[src/rtl/uart_pkg.sv]
// Shared types and constants for the configurable UART receiver.
package uart_pkg;

  typedef enum logic [2:0] {
    IDLE,
    START,
    DATA,
    PARITY,
    STOP
  } uart_state_t;

  localparam int PARITY_NONE = 0;
  localparam int PARITY_EVEN = 1;
  localparam int PARITY_ODD  = 2;

  localparam int DEFAULT_OVERSAMPLE = 16;

endpackage

[src/rtl/uart_bit_sampler.sv]
// Line synchroniser, tick counter and bit-centre strobe; sample_bit is a 3-tap majority when
// UART_RX_MAJORITY_EN is defined, else the single synchronised sample. No backpressure.
module uart_bit_sampler
  import uart_pkg::*;
#(
  parameter int OVERSAMPLE = DEFAULT_OVERSAMPLE
) (
  input  logic clk,
  input  logic reset,
  input  logic rx,
  input  logic cnt_clr,
  input  logic half_bit,
  output logic rx_s,
  output logic sample_stb,
  output logic sample_bit
);

  localparam int CNT_W = $clog2(OVERSAMPLE);

  logic             meta;
  logic [CNT_W-1:0] cnt;
  logic             at_point;

`ifdef UART_RX_MAJORITY_EN
  // hist[0] doubles as the second synchroniser stage; hist[2:1] are the two prior ticks.
  logic [2:0] hist;

  always_ff @(posedge clk) begin
    if (!reset) begin
      meta <= 1'b1;
      hist <= 3'b111;
    end else begin
      meta <= rx;
      hist <= {hist[1:0], meta};
    end
  end

  assign rx_s       = hist[0];
  assign sample_bit = (hist[0] & hist[1]) | (hist[0] & hist[2]) | (hist[1] & hist[2]);
`else
  logic sync2;

  always_ff @(posedge clk) begin
    if (!reset) begin
      meta  <= 1'b1;
      sync2 <= 1'b1;
    end else begin
      meta  <= rx;
      sync2 <= meta;
    end
  end

  assign rx_s       = sync2;
  assign sample_bit = sync2;
`endif

  assign at_point   = half_bit ? (cnt == CNT_W'(OVERSAMPLE/2 - 1))
                               : (cnt == CNT_W'(OVERSAMPLE - 1));
  assign sample_stb = !cnt_clr && at_point;

  // Restarting at each strobe re-aligns the count after the half-bit start sample.
  always_ff @(posedge clk) begin
    if (!reset || cnt_clr || sample_stb) cnt <= '0;
    else                                 cnt <= cnt + 1'b1;
  end

endmodule

[src/rtl/uart_rx_cfg.sv]
// Configurable UART receiver (data width, parity, stop bits; UART_RX_MAJORITY_EN adds majority
// sampling). Word valid 1 cycle after last stop sample; held while !ready, later frames dropped (overrun).
module uart_rx_cfg
  import uart_pkg::*;
#(
  parameter int DATA_BITS   = 8,
  parameter int OVERSAMPLE  = DEFAULT_OVERSAMPLE,
  parameter int PARITY_MODE = PARITY_NONE,
  parameter int STOP_BITS   = 1
) (
  input  logic                 uart_samplig_clk,
  input  logic                 reset,
  input  logic                 RsRx,
  output logic                 valid,
  input  logic                 ready,
  output logic [DATA_BITS-1:0] received_data,
  output logic                 parity_err,
  output logic                 frame_err,
  output logic                 overrun
);

  localparam int IDX_W = $clog2(DATA_BITS);

  uart_state_t          state, state_nxt;
  logic [IDX_W-1:0]     bit_idx, bit_idx_nxt;
  logic                 stop_idx, stop_idx_nxt;
  logic [DATA_BITS-1:0] payload, payload_nxt;
  logic                 perr, perr_nxt, ferr, ferr_nxt;
  logic                 done;
  logic                 valid_nxt, parity_err_nxt, frame_err_nxt, overrun_nxt;
  logic [DATA_BITS-1:0] received_data_nxt;
  logic                 rx_s, stb, sbit;

  uart_bit_sampler #(.OVERSAMPLE(OVERSAMPLE)) u_sampler (
    .clk        (uart_samplig_clk),
    .reset      (reset),
    .rx         (RsRx),
    .cnt_clr    (state == IDLE),
    .half_bit   (state == START),
    .rx_s       (rx_s),
    .sample_stb (stb),
    .sample_bit (sbit)
  );

  always_comb begin
    state_nxt    = state;
    bit_idx_nxt  = bit_idx;
    stop_idx_nxt = stop_idx;
    payload_nxt  = payload;
    perr_nxt     = perr;
    ferr_nxt     = ferr;
    done         = 1'b0;
    case (state)
      IDLE: if (!rx_s) state_nxt = START;
      START: if (stb) begin
        if (sbit) begin
          state_nxt = IDLE;
        end else begin
          state_nxt   = DATA;
          bit_idx_nxt = '0;
          perr_nxt    = 1'b0;
          ferr_nxt    = 1'b0;
        end
      end
      DATA: if (stb) begin
        payload_nxt = {sbit, payload[DATA_BITS-1:1]};
        if (bit_idx == IDX_W'(DATA_BITS - 1)) begin
          state_nxt    = (PARITY_MODE != PARITY_NONE) ? PARITY : STOP;
          stop_idx_nxt = 1'b0;
        end else begin
          bit_idx_nxt = bit_idx + 1'b1;
        end
      end
      PARITY: if (stb) begin
        perr_nxt  = sbit ^ (^payload) ^ (PARITY_MODE == PARITY_ODD);
        state_nxt = STOP;
      end
      STOP: if (stb) begin
        ferr_nxt = ferr | !sbit;
        if (stop_idx == 1'(STOP_BITS - 1)) begin
          done      = 1'b1;
          state_nxt = IDLE;
        end else begin
          stop_idx_nxt = 1'b1;
        end
      end
      default: state_nxt = IDLE;
    endcase
  end

  always_comb begin
    valid_nxt         = valid;
    received_data_nxt = received_data;
    parity_err_nxt    = parity_err;
    frame_err_nxt     = frame_err;
    overrun_nxt       = overrun;
    if (done && (!valid || ready)) begin
      valid_nxt         = 1'b1;
      received_data_nxt = payload;
      parity_err_nxt    = perr;
      frame_err_nxt     = ferr_nxt;
      if (valid) overrun_nxt = 1'b0;
    end else if (done) begin
      overrun_nxt = 1'b1;
    end else if (valid && ready) begin
      valid_nxt   = 1'b0;
      overrun_nxt = 1'b0;
    end
  end

  always_ff @(posedge uart_samplig_clk) begin
    if (!reset) begin
      state         <= IDLE;
      bit_idx       <= '0;
      stop_idx      <= 1'b0;
      payload       <= '0;
      perr          <= 1'b0;
      ferr          <= 1'b0;
      valid         <= 1'b0;
      received_data <= '0;
      parity_err    <= 1'b0;
      frame_err     <= 1'b0;
      overrun       <= 1'b0;
    end else begin
      state         <= state_nxt;
      bit_idx       <= bit_idx_nxt;
      stop_idx      <= stop_idx_nxt;
      payload       <= payload_nxt;
      perr          <= perr_nxt;
      ferr          <= ferr_nxt;
      valid         <= valid_nxt;
      received_data <= received_data_nxt;
      parity_err    <= parity_err_nxt;
      frame_err     <= frame_err_nxt;
      overrun       <= overrun_nxt;
    end
  end

endmodule
[config.mk]
export PLATFORM = sky130hd
export DESIGN_NAME = uart_rx_cfg
export DESIGN_NICKNAME = d
export VERILOG_FILES = /design/src/rtl/uart_pkg.sv /design/src/rtl/uart_bit_sampler.sv /design/src/rtl/uart_rx_cfg.sv
export SDC_FILE = /design/constraint.sdc
export NUM_CORES = 1
export LEC_CHECK = 0
export BUFFER_PORTS_ARGS = -buffer_cell sky130_fd_sc_hd__buf_2
export CORE_ASPECT_RATIO = 0.6
export CORE_UTILIZATION = 36
export CTS_BUF_LIST = sky130_fd_sc_hd__clkbuf_4 sky130_fd_sc_hd__clkbuf_8
export DETAILED_ROUTE_END_ITERATION = 10
export GPL_TIMING_DRIVEN = 0
export PLACE_DENSITY = 0.53
export SLEW_MARGIN = 20
export SYNTH_ARGS = -nofsm -noshare
export SYNTH_HDL_FRONTEND = slang
export SYNTH_SLANG_ARGS = --single-unit
[constraint.sdc]
create_clock -name uart_samplig_clk -period 3.9 [get_ports uart_samplig_clk]
set_input_delay 0.975 -clock uart_samplig_clk [delete_from_list [all_inputs] [get_ports uart_samplig_clk]]
set_output_delay 0.975 -clock uart_samplig_clk [all_outputs]
set_load 0.05 [all_outputs]
==> results of run 1 <==
-- power by group through the flow --
stage | registers (mW) | clock network, mW | logic [mW]
after floorplan | 0.358 | 0 | 0.0120
after global placement | 0.359 | 0 | 0.0170
after detailed placement | 0.358 | 0 | 0.0174
after CTS | 0.351 | 0.276 | 0.0174
after global routing | 0.351 | 0.292 | 0.0194
final | 0.351 | 0.271 | 0.0174
-- state kept, by name, indices dropped and copies added (netlist names) --
signal	cells
overrun	1
received_data	8
parity_err	1
bit_idx	3
frame_err	1
u_sampler.meta	1
payload	8
u_sampler.cnt	4
ferr	1
valid	1
perr	1
u_sampler.rx_s	1
state	3
-- cell families (layout without fill, tap and decap cells) --
logic type / after synthesis / in the layout
compound gates: 18 / 18
xor+xnor: 8 / 8
fa+ha+maj: 3 / 3
buf+inv: 7 / 30
flops: 34 / 34
mux: 18 / 18
simple gates: 57 / 57
-- through the flow --
stage / std cells / power [mW] / area, µm² / utilization / hold WS (ps)
finish: 215 / 0.6386 / 1727 / 0.4510 / 422.0
global route: 215 / 0.6620 / 1727 / 0.4510 / 446.4
CTS: 215 / 0.6440 / 1727 / 0.4510 / 429.1
detailed placement: 207 / 0.3758 / 1632 / 0.4261 / 413.2
global placement: 207 / 0.3755 / 1632 / 0.4261 / 393.9
floorplan: 145 / 0.3700 / 1498 / - / 386.3
-- how the worst max path moves through the flow --
stage / from / to / slack, ps / cells past startpoint
3_5_place_dp: ready / received_data[3] / 1800 / 6
2_1_floorplan: ready / parity_err / 2070 / 5
3_3_place_gp: ready / received_data[5] / 1880 / 6
5_1_grt: valid / valid / 1960 / 1
6_report: valid / valid / 2000 / 1
4_1_cts: valid / valid / 1990 / 1
-- final cells by class --
| type | count | area [µm²] |
|---|---|---|
| Fill cell | 377 | 2102 |
| Multi-Input combinational cell | 104 | 782.0 |
| Sequential cell | 34 | 680.7 |
| Clock buffer | 7 | 90.09 |
| Timing Repair Buffer | 15 | 75.07 |
| Tap cell | 47 | 58.81 |
| Buffer | 6 | 31.28 |
| Clock inverter | 1 | 5.005 |
| Inverter | 1 | 3.754 |
-- layer usage --
layer | track usage | vias up | routed length (µm) | part of all wire
met2 | 0.2056 | 18 | 1143 | 0.39
met5 | 0 | - | 0 | 0
met1 | 0.2111 | 501 | 1638 | 0.56
met4 | 0.03333 | 0 | 7 | 0.0024
met3 | 0.04921 | 2 | 138 | 0.047
li1 | - | 549 | - | -
-- placed cells by master (no fill, tap or decap), drive strengths merged, types with 2 or more instances in the layout --
cell type  synthesis  final
nor3b              2      2
xnor2              4      4
a21boi             2      2
nand2b             6      6
nand3              4      4
mux2i             18     18
a22oi              2      2
o21ai              7      7
buf                3     18
and3b              2      2
clkbuf             3     10
nand2              6      6
xor2               3      3
ha                 3      3
nor2               8      8
nor2b             21     21
dfxtp             34     34
and3               3      3
==> impl_results.md, run 1 <==
- Number of nets in the layout: around 170
- RD Place Congestion: roughly 0.77
- Post-route DRC: 0
- Hold path start: u_sampler.meta
- Cell taking the most area after synthesis: dfxtp_1
- DR vias/cell: around 5
- PortBufs: 15
- Ant diodes: 0
- Post-route ant nets: 0
- CP max stage delay: 370 ps
- CP Data Required Time: about 2900 ps
- Synth Area in Simple Gates: 0.2398
- Adder-Cell Fraction of Synth Area: 0.02506
- Routed WL: between 2000 and 3000 µm
- Reg power frac: 0.549
- RSZ-0062 raised after global routing: false
- GRT Total Usage: 0.1455
- Setup-failing EPs final: 0
- Crit-path cells: buf_2
- Reg-to-reg setup timing slack: around 2200 ps
- Post-synthesis xor/xnor area fraction: 0.05597
- Pwr Density: 369.8 nW/µm²
- Crit path launch type: register
- Clock Latency Late Sink: 280 ps
- Clk sink count: 34
- Status: finished, final reports clean
- Worst slew margin: 0.5752
- Final Hold Fails: 0
- Async S/R FF share, synth: 0
- Mapped cell area: about 1500 µm²
- Combinational family with the most area after synthesis: simple AND/OR/NAND/NOR gates
- # resized after CTS: 0
- Post-synthesis area per instance: 10.33 µm²
- Hpwl dp: ~2200 µm
- Largest net degree at the start of global routing: 11
- GRT overflow: 0
- Initial DRC Count: 34
- Critical path fanouts, max: 4
- Most instantiated cells after synthesis: dfxtp_1 (34), nor2b_1 (21), mux2i_1 (18)
- Maximum clock frequency: between 500 and 600 MHz
- CTS tree: built
- Dpl ws: around 1800 ps
- Net count after synthesis: around 150
- # Post-CTS Setup Buffers: 0
- Post-synth EDFFs: 0
- Delay-heaviest family, CP: flip-flops
- Synth Register Bits: 34
- Largest cells by area after synthesis: dfxtp_1 (45%), mux2i_1 (12%), nor2b_1 (8.8%)
- Slowest CP cell: dfxtp_1
- DRT Pass-1 Iters: 4
- Initial antenna violation count: 0
- Clock skew: 3.069 ps
- Period utilization: 0.4860
- VDD IR max: 0.0001605 V
- Crit path capture type: primary output
- Detailed-route via count: approximately 1,100
- Routed len/inst: ~14 µm
- Clock power share: 0.424
- Max_cap viols: 0
- Post-synthesis mux area share: 0.1203
- Most common cell in the netlist: dfxtp_1
- P_leak: 0.7489 nW
- Worst Hold Class: register to register
- Hold Path End: u_sampler.rx_s
- NetSw: between 0.1 and 0.15 mW
- Hold path depth: 1
- Period minus WS final: between 1500 and 2000 ps
- Root Driver: clkbuf_8
- Die height: ~52 µm
- Area of the die: 4431 µm²
- Min setup slack post-route: ~2000 ps
- Core Area: between 3000 and 4000 µm²
- Yosys warnings: 0
- Die Wd: 85.27 µm
- Clk buf depth: 2
- P_int: a little over 0.5 mW
- Clk slew on worst S/H paths: 70 ps
- Setup TNS Final: 0 ps
- Reg2reg path depth: 5
- Top cell type's share of synthesized area: 0.4545
- Proportion of layout cells with a drive suffix above 1: 0.1845
- WP buf/inv: 1
- Starting density of the core: 0.3912
- Unique masters post-synth: 38
- Top FF cell, synth: dfxtp_1
- Slew Limit Fails: 0
- Sequential-to-total area share from yosys stat: 0.4545
- Sw Share: 0.2067
- Setup CP Type: register to primary output
- Critical Path AT: between 900 and 1000 ps
- Compound-gate portion of the synthesized area: 0.08104
- Area growth, synth to finish: 15.29%
- Mapped Cells: 145
- Global-route wire length before repair: approximately 4800 µm
- # rows: 17
- Hold_buf cts: 0
- Gate power share: 0.027
- Worst r2r dst: frame_err
- Vias in the first global route: approximately 970
- Htree depth: 2
- Reg-to-Reg Start: u_sampler.cnt[0]
- Number of clock buffers inserted by TritonCTS: 5
- IO Count: 16
- Worst Tran Pin Value: 631.4 ps
Power figures use the tool's default switching activity.
==> run 2, diff against run 1 <==
- ABC_AREA: default -> 1
- PLACE_DENSITY: 0.53 -> 0.55
- clock period: 3.9 -> 1.7 ns (I/O delays scaled with it)
==> impl_results.md, run 2 <==
- CTS tree: built
- Pwr Density: 1036 nW/µm² (+180%)
- Htree depth: 2 (unchanged)
- # rows: 17 (unchanged)
- Post-route ant nets: 0 (unchanged)
- Worst Hold Class: input port to register
- RD Place Congestion: 0.7962 (+3.7%)
- Crit path capture type: register
- DR WL met2: 1140 µm (-0.26%)
- Reg power frac: 0.448 (-0.101)
- Vias in the first global route: 1,104 (+14%)
- Die Wd: 86.38 µm (+1.3%)
- GRT Total Usage: 0.1686 (+0.02310)
- Hold path depth: 2 (+1)
- Most instantiated cells after synthesis: nand2_1 (61), dfxtp_1 (34), a21oi_1 (22)
- Post-synthesis area per instance: 7.219 µm² (-30%)
- Max_cap viols: 0 (unchanged)
- IO Count: 16 (unchanged)
- Top cell type's share of synthesized area: 0.4426 (-0.01183)
- Top FF cell, synth: dfxtp_1
- Synth Register Bits: 34 (unchanged)
- Gate power share: 0.158 (+0.131)
- Maximum clock frequency: around 630 MHz
- VDD IR max: 0.0004388 V (+170%)
- Area growth, synth to finish: 20.34%
- Largest net degree at the start of global routing: 11 (unchanged)
- DRT Pass-1 Iters: 4 (unchanged)
- Reg-to-Reg Start: u_sampler.cnt[0]
- Top Registers: payload x8, received_data x8, u_sampler.cnt x4
- Final core utilization: 0.4780 (+0.02704)
- Worst slew margin: 0.6781 (+0.1029)
- Sequential-to-total area share from yosys stat: 0.4426 (-0.01183)
- Min setup slack post-route: 108.9 ps (-1896 ps)
- Root Driver: clkbuf_8
- Clk slew on worst S/H paths: 70 ps (about the same)
- Clock skew: 4.157 ps (+1.088 ps)
- Area after DPL: 1684 µm² (+3.2%)
- Slew Limit Fails: 0 (unchanged)
- Dpl ws: 102.3 ps (-1699 ps)
- Setup CP Type: register to register
- Clock power share: 0.394 (-0.030)
- Hold Path End: u_sampler.meta
- Die height: 52.63 µm (+1.3%)
- P_leak: 0.8465 nW (+13%)
- Max Used Layer: met4
- Clk sink count: 34 (unchanged)
- Proportion of layout cells with a drive suffix above 1: 0.1950 (+0.01050)
- Area of the die: 4545 µm² (+2.6%)
- Hold path start: RsRx
- Initial DRC Count: 67 (+97%)
- Ant diodes: 0 (unchanged)
- Core Area: 3871 µm² (+1.1%)
- Unique masters post-synth: 26 (-32%)
- Routed len/inst: 11.39 µm (-16%)
- Net count after synthesis: 220 (+45%)
- Crit path launch type: register
- Multi-input gate area: 748.2 µm² (-4.3%)
- Worst Tran Pin Value: 482.9 ps (-148.5 ps)
- Critical Path AT: 1740 ps (+820 ps)
- Sw Share: 0.2745 (+0.06774)
- Clock Latency Late Sink: 280 ps (about the same)
- Number of nets in the layout: 247 (+42%)
- Final instance area: 1851 µm² (+7.2%)
- Reg-to-reg setup timing slack: 110 ps (-2060 ps)
- Hold_buf cts: 0 (unchanged)
- Seq. cell area: 681.9 µm² (+0.18%)
- Post-synth EDFFs: 0 (unchanged)
- Reg2reg path depth: 9 (+4)
- Wire length on met3: 280 µm (+100%)
- NetSw: 0.5260 mW (+300%)
- Total power: 1.917 mW (+200%)
- Starting density of the core: 0.3972 (+0.006044)
- M1 WL: 1945 µm (+19%)
- Final Hold Fails: 0 (unchanged)
- Setup TNS Final: 0 ps (unchanged)
- Most common cell in the netlist: nand2_1
- Initial antenna violation count: 0 (unchanged)
- Cell taking the most area after synthesis: dfxtp_1
- Detailed-route via count: 1,355 (+27%)
- Setup-failing EPs final: 0 (unchanged)
- Commonest non-fill, non-tap cell in the layout: nand2_1
- Clk buf depth: 2 (unchanged)
- P_int: 1.391 mW (+170%)
- Period utilization: 0.9359
- GRT overflow: 0 (unchanged)
- PortBufs: 15 (unchanged)
- Period minus WS final: 1591 ps
- Mapped Cells: 213 (+47%)
- DR vias/cell: 4.547 (-8.6%)
- Status: finished, final reports clean
- Yosys warnings: 0 (unchanged)
- CP Data Required Time: 1850 ps (-1070 ps)
- Critical path fanouts, max: 5 (+1)
- Post-route DRC: 0 (unchanged)
- Hpwl dp: 2501 µm (+15%)
- Number of clock buffers inserted by TritonCTS: 5 (unchanged)
- RSZ-0062 raised after global routing: false
- Async S/R FF share, synth: 0 (unchanged)
- Mapped cell area: 1538 µm² (+2.7%)
- Worst r2r dst: received_data[3]
- Largest cells by area after synthesis: dfxtp_1 (44%), nand2_1 (15%), a21oi_1 (7.2%)
- Routed WL: 3394 µm (+16%)
- Fillers: 401 (+6.4%)
- Most frequent cells in the layout: nand2_1 (59), dfxtp_1 (33), a21oi_1 (22)
- Global-route wire length before repair: 5471 µm (+14%)
## run 2: cell types whose count changed in the layout (fill, tap and decap cells not counted), moves of 3 or more
cell      previous run  this run
nand2b_1             5         0
and3_1               3         0
nand2_2              0         3
nand2_1              6        59
nand3_1              3        14
inv_1                1        21
nor2b_1             21         0
a21oi_1              1        22
nand4_1              0         3
o21ai_0              5         9
nor2_1               8        18
mux2i_1             18         0
or2_2                0         3
## run 2: worst max-delay path, stage by stage (launching register included)
cell	delay, ps
dfxtp_2	340
ha_2	170
nand2_1	110
a21oi_4	190
buf_4	130
nand4_1	70
buf_4	170
buf_2	150
nand2_1	60
a21oi_1	60
## run 2: timing repair
item	CTS	global route
buffers inserted	0	3
endpoints found under the setup margin	0	8
gates resized for setup	0	10
endpoints found under the hold margin	0	0
## run 2: worst max path at each step
stage | slack (ps) | from | cells past startpoint | endpoint
finish | 110 | u_sampler.cnt[0] | 9 | received_data[3]
detailed placement | 100 | u_sampler.cnt[0] | 8 | payload[3]
global placement | 90 | u_sampler.cnt[0] | 8 | payload[3]
CTS | 80 | u_sampler.cnt[0] | 8 | payload[3]
global route | 6 | state[0] | 9 | bit_idx[2]
floorplan | 120 | valid | 7 | frame_err
## run 2: final cells by class
type                    count  share of cell area
clock buffers               7             0.04530
inverters                  25             0.05071
plain buffers               4             0.01690
multi-input cells         150              0.4043
repair inverters            1            0.004057
repair buffers             19             0.05544
flip-flops and latches     34              0.3685
well taps                  57             0.03854
clock inverters             1             0.01623
## run 2: power by group through the flow
stage          Combinational (mW)  Clock (mW)  Sequential (mW)
6_report                    0.303       0.755            0.858
5_1_grt                     0.358       0.808            0.862
4_1_cts                     0.297       0.783            0.855
3_5_place_dp                0.296           0            0.874
3_3_place_gp                0.297           0            0.873
2_1_floorplan               0.235           0            0.868
## run 2: per-stage QoR
stage	hold slack, ps	instances
final	321.0	298
after global routing	314.3	298
after CTS	311.3	293
after detailed placement	399.5	285
after global placement	399.5	285
after floorplan	392.5	213
## run 2: metal layers
layer	vias up	track usage
met2	40	0.1971
met5	-	0
li1	731	-
met3	4	0.05197
met1	580	0.2626
met4	0	0.07500
## run 2: kinds of logic after synthesis
group,Yosys count,synth area share
adder cells (fa/ha/maj),3,0.02441
XOR/XNOR,6,0.03418
flip-flops,34,0.4426
buffers and inverters,29,0.07730
AND/OR/NAND/NOR,105,0.2929
AO/OA/AOI/OAI,36,0.1286
